### src/rtl/tdm_demux.sv
// tdm_demux: steers a framed TDM word stream into per-channel output registers.
// Latency: a word accepted on edge N is visible on dout/dout_valid at edge N+1.
// Backpressure: none; every din_valid cycle is consumed or dropped at one word per cycle.
//
// Ports:
//   clk, rst (async, active-high)
//   din[W], din_valid, sof  : serial word stream, sof marks slot 0
//   dout[NCH*W]             : channel k in bits [k*W +: W], held between updates
//   dout_valid[NCH]         : per-channel update strobe
//   frame_done, sync_err    : one-cycle status pulses
//   locked                  : high while frame-aligned
//
// Build option TDM_DEMUX_FRAME_BUF_EN: when defined, words collect in a shadow
// register and dout is updated only with complete frames (all lanes at once).
module tdm_demux #(
    parameter int NCH = 4,
    parameter int W   = 8
) (
    input  logic             clk,
    input  logic             rst,
    input  logic [W-1:0]     din,
    input  logic             din_valid,
    input  logic             sof,
    output logic [NCH*W-1:0] dout,
    output logic [NCH-1:0]   dout_valid,
    output logic             frame_done,
    output logic             sync_err,
    output logic             locked
);

    localparam int SW = (NCH > 1) ? $clog2(NCH) : 1;
    localparam logic [SW-1:0] SLOT_ONE  = SW'(1);
    localparam logic [SW-1:0] SLOT_LAST = SW'(NCH - 1);

    typedef enum logic {
        HUNT = 1'b0,
        LOCK = 1'b1
    } state_t;

    state_t            state_q, state_d;
    logic [SW-1:0]     slot_q, slot_d;
    logic [NCH*W-1:0]  dout_q, dout_d;
    logic [NCH-1:0]    dout_valid_q, dout_valid_d;
    logic              frame_done_q, frame_done_d;
    logic              sync_err_q, sync_err_d;

    // Decoded write request for the current word.
    logic              wr_en;
    logic [SW-1:0]     wr_ch;

`ifdef TDM_DEMUX_FRAME_BUF_EN
    logic [NCH*W-1:0]  shadow_q, shadow_d;
`endif

    // Framing FSM: decides whether the word is kept, which lane it targets,
    // and what the slot counter does next.
    always_comb begin
        state_d      = state_q;
        slot_d       = slot_q;
        frame_done_d = 1'b0;
        sync_err_d   = 1'b0;
        wr_en        = 1'b0;
        wr_ch        = '0;

        if (din_valid) begin
            unique case (state_q)
                HUNT: begin
                    if (sof) begin
                        wr_en   = 1'b1;
                        slot_d  = SLOT_ONE;
                        state_d = LOCK;
                    end
                end
                LOCK: begin
                    if (sof) begin
                        // A sof anywhere but slot 0 truncates the running
                        // frame; alignment restarts on this word.
                        sync_err_d = (slot_q != '0);
                        wr_en      = 1'b1;
                        slot_d     = SLOT_ONE;
                    end else if (slot_q == '0) begin
                        // Expected a frame start and did not get one.
                        sync_err_d = 1'b1;
                        state_d    = HUNT;
                    end else begin
                        wr_en = 1'b1;
                        wr_ch = slot_q;
                        if (slot_q == SLOT_LAST) begin
                            frame_done_d = 1'b1;
                            slot_d       = '0;
                        end else begin
                            slot_d = slot_q + SLOT_ONE;
                        end
                    end
                end
                default: state_d = HUNT;
            endcase
        end
    end

    // Output datapath.
    always_comb begin
        dout_d       = dout_q;
        dout_valid_d = '0;
`ifdef TDM_DEMUX_FRAME_BUF_EN
        shadow_d = shadow_q;
        if (wr_en) begin
            shadow_d[wr_ch*W +: W] = din;
        end
        // Publish the frame including the word arriving this cycle.
        if (frame_done_d) begin
            dout_d       = shadow_d;
            dout_valid_d = '1;
        end
`else
        if (wr_en) begin
            dout_d[wr_ch*W +: W] = din;
            dout_valid_d[wr_ch]  = 1'b1;
        end
`endif
    end

    always_ff @(posedge clk or posedge rst) begin
        if (rst) begin
            state_q      <= HUNT;
            slot_q       <= '0;
            dout_q       <= '0;
            dout_valid_q <= '0;
            frame_done_q <= 1'b0;
            sync_err_q   <= 1'b0;
        end else begin
            state_q      <= state_d;
            slot_q       <= slot_d;
            dout_q       <= dout_d;
            dout_valid_q <= dout_valid_d;
            frame_done_q <= frame_done_d;
            sync_err_q   <= sync_err_d;
        end
    end

`ifdef TDM_DEMUX_FRAME_BUF_EN
    always_ff @(posedge clk or posedge rst) begin
        if (rst) begin
            shadow_q <= '0;
        end else begin
            shadow_q <= shadow_d;
        end
    end
`endif

    assign dout       = dout_q;
    assign dout_valid = dout_valid_q;
    assign frame_done = frame_done_q;
    assign sync_err   = sync_err_q;
    assign locked     = (state_q == LOCK);

endmodule

### config.mk
export PLATFORM = sky130hd
export DESIGN_NAME = tdm_demux
export DESIGN_NICKNAME = d
export VERILOG_FILES = /design/src/rtl/tdm_demux.sv
export SDC_FILE = /design/constraint.sdc
export NUM_CORES = 1
export LEC_CHECK = 0
export ABC_AREA = 1
export BUFFER_PORTS_ARGS = -buffer_cell sky130_fd_sc_hd__buf_2
export CORE_MARGIN = 8
export CORE_UTILIZATION = 48
export CTS_CLUSTER_DIAMETER = 200
export CTS_CLUSTER_SIZE = 14
export DETAILED_ROUTE_END_ITERATION = 16
export PLACE_DENSITY = 0.76
export SLEW_MARGIN = 5
export SYNTH_ARGS = -nofsm -noshare
export SYNTH_HDL_FRONTEND = slang
export SYNTH_SLANG_ARGS = --single-unit
### constraint.sdc
create_clock -name clk -period 1.96 [get_ports clk]
set_input_delay 0.098 -clock clk [delete_from_list [all_inputs] [get_ports clk]]
set_output_delay 0.098 -clock clk [all_outputs]
set_load 0.005 [all_outputs]
### Yosys cells after proc, flatten, opt, wreduce, memory -nomap -nowiden

Cells that the tools add are included.

| cells by class | value |
|---|---|
| $add $sub $neg | 2 |
| multiply operators | 0 |
| divide/modulo/power cells | 0 |
| magnitude comparators | 2 |
| eq/ne operators | 3 |
| shift operators | 2 |
| mux-type cells | 27 |
| bitwise gates (word level) | 1 |
| reduce and logical (&&, ||, !) cells | 4 |

Operators by type and width:

| cell | number |
|---|---|
| 5-bit negation with 34-bit output | 1 |
| 8-bit by 34-bit variable shift with 32-bit output (first input constant) | 1 |
| 8-bit by 34-bit variable part select with 32-bit output | 1 |
| 32-bit bitwise mux | 1 |
| 2-bit two-way mux | 8 |
| 1-bit two-way mux | 14 |
| 4-bit two-way mux | 1 |
| 2-bit case mux with 2 select lines | 1 |
| 2-bit by 3-bit less-than comparator with 1-bit output (second input constant) | 1 |
| 3-bit inequality test (second input constant) | 1 |
| 3-bit AND reduction | 1 |
| 2-bit by 1-bit adder with 2-bit output (second input constant) | 1 |
| 1-bit demux with 2-bit select | 1 |
| 2-bit == test (second input constant) | 1 |
| 2-bit by 1-bit greater-or-equal comparator with 1-bit output (second input constant) | 1 |
| 2-bit zero test | 1 |
| 2-bit inequality test (second input constant) | 1 |
| 1-bit case mux with 2 select lines | 1 |
| 2-bit nonzero test | 1 |
| 1-bit logical AND | 1 |
| 1-bit inverter | 1 |

| word-level totals | value |
|---|---|
| flip-flop bits (word level) | 41 |
| latch bits | 0 |
| RAM bits | 0 |
| ROM bits | 0 |
| word-level logic and storage cells | 47 |
| memories | 0 |

### Longest topological paths before layout

Gate-level depths: netlist of the first run.

| logic depth | value |
|---|---|
| depth in word-level cells | 10 |
| gate-level depth with buffers | 11 |

### Worst setup path before layout of the first run

No wires, ideal clock.

| path | value |
|---|---|
| kind | reg2reg |
| start | register slot_q[0] |
| end | register dout_q[24], in the netlist dout[24] |
| setup time | 0.065 ns |
| arrival time | 1.961 ns |
| required time | 1.895 ns |
| setup slack | -0.066 ns |
| cell stages (with the launch flop) | 12 |
| period minus slack after synthesis | 2.026 ns |
| path through | dfrtp_1 > inv_1 > ha_1 > inv_1 > nand3_4 > buf_2 > ha_1 > buf_2 > inv_1 > nor2_8 > nand2_1 > nand2_1 |

| between the ends | value |
|---|---|
| longest elaborated chain between the ends | 8 |
| elaborated cells on any way between the ends | 13 |
| classes of those cells | add/sub (1); shift (2); mux (9); reduce/logical (1) |

RTL lines:

| item | line | text |
|---|---|---|
| start: declaration | 41 | `logic [SW-1:0] slot_q, slot_d;` |
| start signal: assignment | 133 | `slot_q <= slot_d;` |
| 2-bit zero test | 81 | `end else if (slot_q == '0) begin` |
| 2-bit two-way mux | 81 |  |
| 2-bit two-way mux | 75 | `if (sof) begin` |
| 2-bit two-way mux | 66 | `unique case (state_q)` |
| 2-bit two-way mux | 65 | `if (din_valid) begin` |
| 5-bit negation with 34-bit output | 117 | `dout_d[wr_ch*W +: W] = din;` |
| 8-bit by 34-bit variable part select with 32-bit output or 8-bit by 34-bit variable shift with 32-bit output (tied branches) | 117 |  |
| 32-bit bitwise mux | 117 |  |
| end signal: assignment | 134 | `dout_q <= dout_d;` |
| end: declaration | 42 | `logic [NCH*W-1:0] dout_q, dout_d;` |

Several ways; a longest one is shown, not always the timed one.
A chain may end at the register's enable or synchronous reset.

### Final worst setup path of the first run

| path | value |
|---|---|
| start | register slot_q[0] |
| end | register dout_q[27], in the netlist dout[27] |

Same word-level chain as after synthesis.

==> results_dict.tcl, run 1 <==
set metrics [dict create \
    status "completed" \
    p_leak_uw 0.00146 \
    vias 1643 \
    max_cap_violations 0 \
    worstMarginPinSlew_ns 0.508 \
    syn_area_per_cell_sq_um 8.75 \
    crit_required_ns 2.15 \
    synth.most_common_cell "nand2_1" \
    cts_buffers 5 \
    muxShareOfSynthArea 0 \
    drv_slew 0 \
    synth-simple-area-share 0.322 \
    yosysTopAreaCell "dfrtp_1" \
    end_kind "register" \
    rsz0062_at_grt "no" \
    final-setup-viol-count 0 \
    powerDensity_nw_per_um2 982 \
    finalCritPeriodShare 0.942 \
    synth.top_cells.by_area "dfrtp_1 50%, nand2_1 17%, ha_1 6.1%, nor2_1 4.7%, nand3_4 4.2%" \
    grtUsageTotal 0.144 \
    die-height_microns 81.6 \
    syn-instance-count 236 \
    synth_nets 258 \
    syn2layout_area_growth_pct 26.2 \
    synth_compound_area_frac 0.0570 \
    crit_path_max_fanout 8 \
    finalHoldViolations 0 \
    hpwl_microns 3410 \
    ys_warn_count 0 \
    cp_data_arrival_time_ns 2.04 \
    dieWidth_microns 81.6 \
    grt_overflow 0 \
    ioPinCount 51 \
    die_area_sq_um 6660 \
    period_minus_slack_ns 1.85 \
    synth.top_cell.area_share 0.497 \
    cp_slowest_stage_delay_ns 0.35 \
    multi_input_area_sq_um 931 \
    crit_family "buffers and inverters" \
    core-area_sq_um 4230 \
    final_util 0.615 \
    ys_ff_latch 41 \
    routedWlPerCell_microns 12.9 \
    drc 0 \
    yosysSeqAreaShare 0.497 \
    gp_congestion 0.831 \
    synth_edf_count 0 \
    start_util 0.488 \
    clk_latency_ns 0.30 \
    clock_path_buffers 2 \
    h-tree-depth 2 \
    grt_max_degree 42 \
    synth_ff_type "dfrtp_1" \
    layoutNonFillerInstCount 354 \
    clock_sinks 41 \
    vias_per_cell 4.64 \
    ys_top_cells_by_count "95 x nand2_1, 41 x dfrtp_1, 26 x nor2_1" \
    num_antenna_cells 0 \
    grt_pass1_vias 1610 \
    final_area_sq_um 2610 \
    hold_path_depth 2 \
    synth_top_family_by_area "simple AND/OR/NAND/NOR gates" \
    path_cells "inv_1 -> ha_2 -> inv_2 -> nand4_1 -> inv_2 -> buf_4 -> ha_1 -> nand3_4 -> buf_12 -> nand2_1 -> nand2_1" \
    seq_area_sq_um 1030 \
    finClkSkew_ns 0.00529 \
    ant_nets 0 \
    max_clock_freq_ghz 0.542 \
    cp-start-kind "register" \
    synth_area_sq_um 2060 \
    synth_xor_area_frac 0 \
    cp_slowest_cell "dfrtp_1" \
    grt_pass1_wl_microns 7560 \
    total_power_uw 2560 \
    path_buf_inv 5 \
    drive_gt1_frac 0.321 \
    drt_iter0_drc 95 \
    fillers 356 \
    irDropWorstVdd_uv 532 \
    final_nets 323 \
    cts_root_buffer "clkbuf_8" \
    dr.pass1.iters 4 \
    criticalPathCategory "register to register" \
    synth.distinct_cells 19 \
    slew_headroom 0.661 \
    placedCellCount 341 \
    routed_wl_microns 4560 \
    ff2ff_path_depth 11 \
    async_reset_ff_frac 1.00 \
    place_area_sq_um 2400 \
    tritoncts "built" \
    row_count 24 \
    synth_adder_area_share 0.0606 \
    setup_tns_ns 0 \
    antenna_found_initial 0 \
    hold_class "input port to register" \
    io_buffers 50 \
    path_clk_slew_ns 0.08 \
    critical_path_depth 11 \
]
sequential cells by signal, indices dropped and copies added, names as in the netlist:
name / flops
dout_valid: 4
locked: 1
dout: 32
frame_done: 1
sync_err: 1
slot_q: 2
cell type report:
type	instances	area share
Timing Repair Buffer	63	0.139
Clock buffer	5	0.0264
Clock inverter	3	0.0250
Sequential cell	41	0.394
Inverter	23	0.0331
Multi-Input combinational cell	167	0.357
Tap cell	52	0.0250
cell usage in the layout, fill, tap and decap left out, types with 2 or more instances in the layout:
cell	n
o21a_1	2
nor2_8	2
bufinv_16	2
inv_2	6
nand3_4	5
o21ai_1	7
buf_4	11
dfrtp_1	41
inv_1	17
o21ai_2	2
ha_1	7
nand2_2	3
nor2_4	3
o21ai_0	10
buf_2	50
nor2_1	25
ha_2	2
clkbuf_8	5
nand2_1	94
metrics by stage:
| step | setup WS, ns | hold slack, ns |
|---|---|---|
| 2_1_floorplan | 0.00798 | 0.194 |
| 6_report | 0.113 | 0.0818 |
| 3_5_place_dp | -0.0167 | 0.253 |
| 3_3_place_gp | 0.0759 | 0.253 |
| 5_1_grt | 0.0169 | 0.110 |
| 4_1_cts | 0.000809 | 0.0729 |
power by group:
part / internal (uW) / switching [uW]
Sequential: 964 / 59.6
Combinational: 291 / 441
Clock: 506 / 296
logic make-up (layout without fill, tap and decap cells):
| kind of cell | after synthesis | after routing |
|---|---|---|
| fa+ha+maj | 10 | 10 |
| buf+inv | 28 | 94 |
| compound gates | 21 | 21 |
| simple gates | 136 | 136 |
| flops | 41 | 41 |
final timing paths:
| check | end | slack, ns | from |
|---|---|---|---|
| worst max-delay path | dout[27] | 0.11 | slot_q[0] |
| worst min-delay path | locked | 0.08 | din_valid |
| worst max register to register | dout[27] | 0.11 | slot_q[0] |
| worst min register to register | dout[25] | 0.48 | dout[25] |
| max in group asynchronous | dout[4] | 1.15 | rst |
| min in group asynchronous | dout[7] | 0.46 | rst |
layer usage:
metal  part of all wire  global-route usage  up-vias
met4              0.023              0.0632        0
met3              0.070              0.0350        9
met1               0.41               0.177      747
li1                   -                   -      849
met5                  0                   0        -
met2               0.49               0.237       38
timing repair:
item	4_1_cts	5_1_grt
hold buffers	1	0
pin swaps	1	3
gates resized for setup	1	9
setup endpoints to repair	10	32
hold endpoints to repair	41	0
buffers inserted	1	3
No activity file was read; power rests on OpenSTA's default activity.
==> run 2: changes to the inputs <==
SETUP_SLACK_MARGIN = 0.5   (was default)
SKIP_CTS_REPAIR_TIMING = 1   (was default)
==> run 2 against run 1 <==
Routed wire length is 9.6% higher. Setup slack better by 0.022 ns. Design area is 7.2% higher. Critical path depth is 1 higher. Clock skew is 0.0016 ns higher. Critical path type unchanged. Largest power group unchanged.
==> results_dict.tcl, run 2 (synthesis results as in run 1) <==
set metrics [dict create \
    period_minus_slack_ns 1.82 \
    drive_gt1_frac 0.472 \
    num_antenna_cells 0 \
    final_nets 322 \
    syn2layout_area_growth_pct 35.3 \
    routed_wl_microns 5000 \
    slew_headroom 0.654 \
    h-tree-depth 2 \
    cts_buffers 5 \
    cp-start-kind "register" \
    routedWlPerCell_microns 14.2 \
    multi_input_area_sq_um 1100 \
    clk_latency_ns 0.30 \
    dieWidth_microns 81.6 \
    p_leak_uw 0.00148 \
    finalCritPeriodShare 0.931 \
    status "completed" \
    final_area_sq_um 2790 \
    rsz0062_at_grt "yes" \
    ff2ff_path_depth 12 \
    clock_path_buffers 2 \
    min_from "din_valid" \
    grtUsageTotal 0.145 \
    vias_per_cell 4.87 \
    rr_startpoint "slot_q[1]" \
    clock_sinks 41 \
    tritoncts "built" \
    mostFrequentLayoutCells "71 x nand2_1, 50 x buf_2, 39 x dfrtp_1, 25 x nand2_2, 13 x nor2_1" \
    grt_overflow 0 \
    core-area_sq_um 4230 \
    gp_congestion 0.805 \
    crit_start "slot_q[1]" \
    drc 0 \
    crit_required_ns 2.20 \
    final-setup-viol-count 0 \
    dr.pass1.iters 4 \
    grt_pass1_vias 1653 \
    finClkSkew_ns 0.00690 \
    hpwl_microns 3320 \
    criticalPathCategory "register to register" \
    cts_root_buffer "clkbuf_8" \
    gr-usage-met3 0.0514 \
    row_count 24 \
    worstMarginPinSlew_ns 0.519 \
    hold_class "input port to register" \
    fillers 330 \
    die_area_sq_um 6660 \
    irDropWorstVdd_uv 613 \
    busiest_layer "met2" \
    ioPinCount 51 \
    antenna_found_initial 0 \
    endpoint "dout[24]" \
    io_buffers 50 \
    path_clk_slew_ns 0.08 \
    max_cap_violations 0 \
    grt_max_degree 42 \
    drv_slew 0 \
    grt_use_met1 0.166 \
    finalHoldViolations 0 \
    grt_pass1_wl_microns 7460 \
    grt_use_met2 0.240 \
    powerDensity_nw_per_um2 899 \
    largest_reg_flops 32 \
    seq_area_sq_um 1030 \
    end_kind "register" \
    crit_path_max_fanout 8 \
    die-height_microns 81.6 \
    cp_data_arrival_time_ns 2.07 \
    rrSetupSlack_ns 0.14 \
    r2r-end "dout[24]" \
    max_clock_freq_ghz 0.548 \
    vias 1719 \
    setup_tns_ns 0 \
    drt_iter0_drc 148 \
    place_area_sq_um 2390 \
    ant_nets 0 \
    final_common_cell "nand2_1" \
    start_util 0.488 \
]
## run 2: metrics by stage
| stage | hold slack, ns | utilization | power, uW | cells | setup slack (ns) |
|---|---|---|---|---|---|
| after floorplan | 0.194 | - | 1540 | 236 | 0.272 |
| after global placement | 0.253 | 0.564 | 1700 | 336 | 0.115 |
| after detailed placement | 0.256 | 0.564 | 1720 | 336 | 0.0338 |
| after CTS | -0.0637 | 0.588 | 2330 | 344 | 0.00606 |
| after global routing | 0.0737 | 0.660 | 2680 | 353 | 0.0381 |
| final | 0.0698 | 0.660 | 2510 | 353 | 0.135 |
## run 2: final cells by class
cell class | count | area share
inverters | 23 | 0.0372
clock buffers | 7 | 0.0345
flip-flops and latches | 41 | 0.368
repair buffers | 62 | 0.139
clock inverters | 1 | 0.00179
well taps | 52 | 0.0233
multi-input cells | 167 | 0.396
## run 2: worst min path at each step
stage                      endpoint  slack [ns]  cells past startpoint
after detailed placement    dout[9]        0.26                      3
after global placement      dout[9]        0.25                      3
final                        locked        0.07                      2
after global routing         locked        0.07                      2
after CTS                 slot_q[0]       -0.06                      3
after floorplan              locked        0.19                      1
## run 2: routing by layer
metal  part of all wire  wire (microns)
met1               0.40            2020
met2               0.50            2500
met3              0.077             384
met4              0.018              90
met5                  0               0
## run 2: worst max-delay path, stage by stage, from the launching register on
cell	delay, ns
dfrtp_1	0.43
inv_2	0.09
ha_4	0.15
inv_4	0.04
nand4_1	0.09
buf_6	0.14
inv_6	0.04
ha_4	0.31
buf_12	0.15
inv_8	0.04
nor2_8	0.16
nand2_1	0.07
nand2_1	0.06
## run 2: report_power, final
part           leakage [uW]  internal, uW  total [uW]  switching [uW]
clock             0.0000542           318         606             288
sequential         0.000551           967        1050            82.1
combinational      0.000871           360         856             496
==> run 3: changes to the inputs <==
ABC_AREA = default   (was 1)
CTS_CLUSTER_DIAMETER = 60   (was 200)
PLACE_DENSITY = 0.75   (was 0.76)
==> run 3 against run 2 <==
Sequential power is 15% higher. Clock-buffer cell count unchanged. Area after synthesis grew 7.6%. Clock skew about the same. Critical endpoint is now dout[31]. Largest power group is now combinational logic.
==> results_dict.tcl, run 3 <==
set metrics [dict create \
    status "completed" \
    layoutNonFillerInstCount 331 \
    cp-start-kind "register" \
    synth_area_sq_um 2220 \
    dr.pass1.iters 4 \
    crit_required_ns 2.19 \
    row_count 24 \
    seq_area_sq_um 1030 \
    syn2layout_area_growth_pct 44.5 \
    criticalPathCategory "register to register" \
    start_util 0.503 \
    clock_path_buffers 2 \
    finClkSkew_ns 0.00730 \
    routed_wl_microns 6420 \
    grt_overflow 0 \
    core-area_sq_um 4410 \
    final-setup-viol-count 0 \
    drt_iter0_drc 178 \
    h-tree-depth 2 \
    crit_path_max_fanout 7 \
    largest_reg_flops 32 \
    die_area_sq_um 7060 \
    synth.top_cell.area_share 0.462 \
    dieWidth_microns 84.0 \
    cts_root_buffer "clkbuf_8" \
    synth_nets 227 \
    placedCellCount 318 \
    synth.top_cells.by_area "dfrtp_1 46%, a41oi_1 5.9%, ha_1 5.6%, inv_1 5.2%, mux2_2 4.6%" \
    drc 0 \
    die-height_microns 84.0 \
    powerDensity_nw_per_um2 1220 \
    io_buffers 50 \
    antenna_found_initial 0 \
    max_clock_freq_ghz 0.517 \
    ioPinCount 51 \
    max_cap_violations 0 \
    async_reset_ff_frac 1.00 \
    final_common_cell "buf_2" \
    multi_input_area_sq_um 1300 \
    gp_congestion 0.833 \
    cp_data_arrival_time_ns 2.16 \
    hold_class "input port to register" \
    tritoncts "built" \
    mostFrequentLayoutCells "50 x buf_2, 40 x dfrtp_1, 29 x inv_1, 22 x buf_4, 10 x a41oi_1" \
    path_clk_slew_ns 0.07 \
    worstMarginPinSlew_ns 0.661 \
    drive_gt1_frac 0.548 \
    drv_slew 0 \
    grt_pass1_vias 1862 \
    period_minus_slack_ns 1.93 \
    syn_area_per_cell_sq_um 10.8 \
    total_power_uw 3900 \
    ys_ff_latch 41 \
    hold-worst-slack_ns 0.100 \
    vias 1932 \
    hpwl_microns 4050 \
    final_nets 300 \
    slew_headroom 0.559 \
    clock_sinks 41 \
    yosysTopAreaCell "dfrtp_1" \
    syn-instance-count 205 \
    routedWlPerCell_microns 19.4 \
    end_kind "register" \
    clk_latency_ns 0.29 \
    vias_per_cell 5.84 \
    yosysSeqAreaShare 0.462 \
    irDropWorstVdd_uv 638 \
    synth.distinct_cells 36 \
    grt_max_degree 26 \
    ys_top_cells_by_count "41 x dfrtp_1, 31 x inv_1, 15 x a41oi_1" \
    fillers 307 \
    num_antenna_cells 0 \
    synth_ff_type "dfrtp_1" \
    rsz0062_at_grt "yes" \
    synth.most_common_cell "dfrtp_1" \
    finalCritPeriodShare 0.987 \
    ant_nets 0 \
    grtUsageTotal 0.160 \
    synth_edf_count 0 \
    ys_warn_count 0 \
    finalHoldViolations 0 \
    p_leak_uw 0.00156 \
    cts_buffers 5 \
    grt_pass1_wl_microns 9300 \
]
==> run 3: cell types whose count changed after synthesis, sizes merged, moves of 9 or more <==
cell	before	now
a41oi	0	15
a21oi	0	9
mux2	0	17
buf	5	15
nand2	99	5
nor2	31	2
o21ai	19	1
==> run 3: logic make-up after synthesis <==
logic type	Yosys count	synth area share
compound gates	52	0.191
buf+inv	51	0.0986
flops	41	0.462
simple gates	34	0.106
mux	17	0.0862
fa+ha+maj	10	0.0563
==> run 3: metrics by stage <==
stage | setup WS, ns | TNS [ns] | instance area, sq um | util
after floorplan | -0.150 | -3.56 | 2340 | -
after global placement | 0.0420 | 0 | 2770 | 0.627
after detailed placement | 0.00180 | 0 | 2770 | 0.627
after CTS | -0.0143 | -0.0298 | 2870 | 0.650
after global routing | -0.0525 | -0.454 | 3210 | 0.727
final | 0.0256 | 0 | 3210 | 0.727
==> run 3: per-layer routing <==
layer	vias to the layer above	GRT usage	share of wire
met3	16	0.0615	0.057
met4	0	0.0392	0.016
met5	-	0	0
met1	947	0.209	0.43
met2	80	0.241	0.49
li1	889	-	-
==> run 3: path summary, 6_finish.rpt <==
check | from | endpoint | slack (ns) | cells after the start
setup / recovery | slot_q[0] | dout[31] | 0.03 | 9
hold / removal | din_valid | sync_err | 0.10 | 3
setup reg to reg | slot_q[0] | dout[31] | 0.03 | 9
hold reg to reg | dout[19] | dout[19] | 0.51 | 1
max in group asynchronous | rst | dout_valid[2] | 0.96 | 4
min in group asynchronous | rst | dout_valid[0] | 0.43 | 3
==> run 3: report_power, final <==
part	total, uW	internal (uW)	switching, uW
clock network	603	318	285
logic	2090	992	1100
registers	1210	1080	130
total	3900	2390	1510
==> run 3: area by class of cell <==
class | instances | area share
timing repair buffer | 86 | 0.186
sequential | 41 | 0.320
tap | 52 | 0.0203
clock inverter | 1 | 0.00156
multi-input combinational | 113 | 0.406
inverter | 31 | 0.0363
clock buffer | 7 | 0.0300
==> run 3: worst max-delay path, cell delays in order, from the launching register on <==
cell and delay, ns:
dfrtp_1 0.39, inv_2 0.08, ha_4 0.16, nor2b_4 0.04, and3_4 0.15, buf_6 0.11, ha_4 0.34, nor4b_4 0.21
buf_4 0.20, a41o_1 0.18
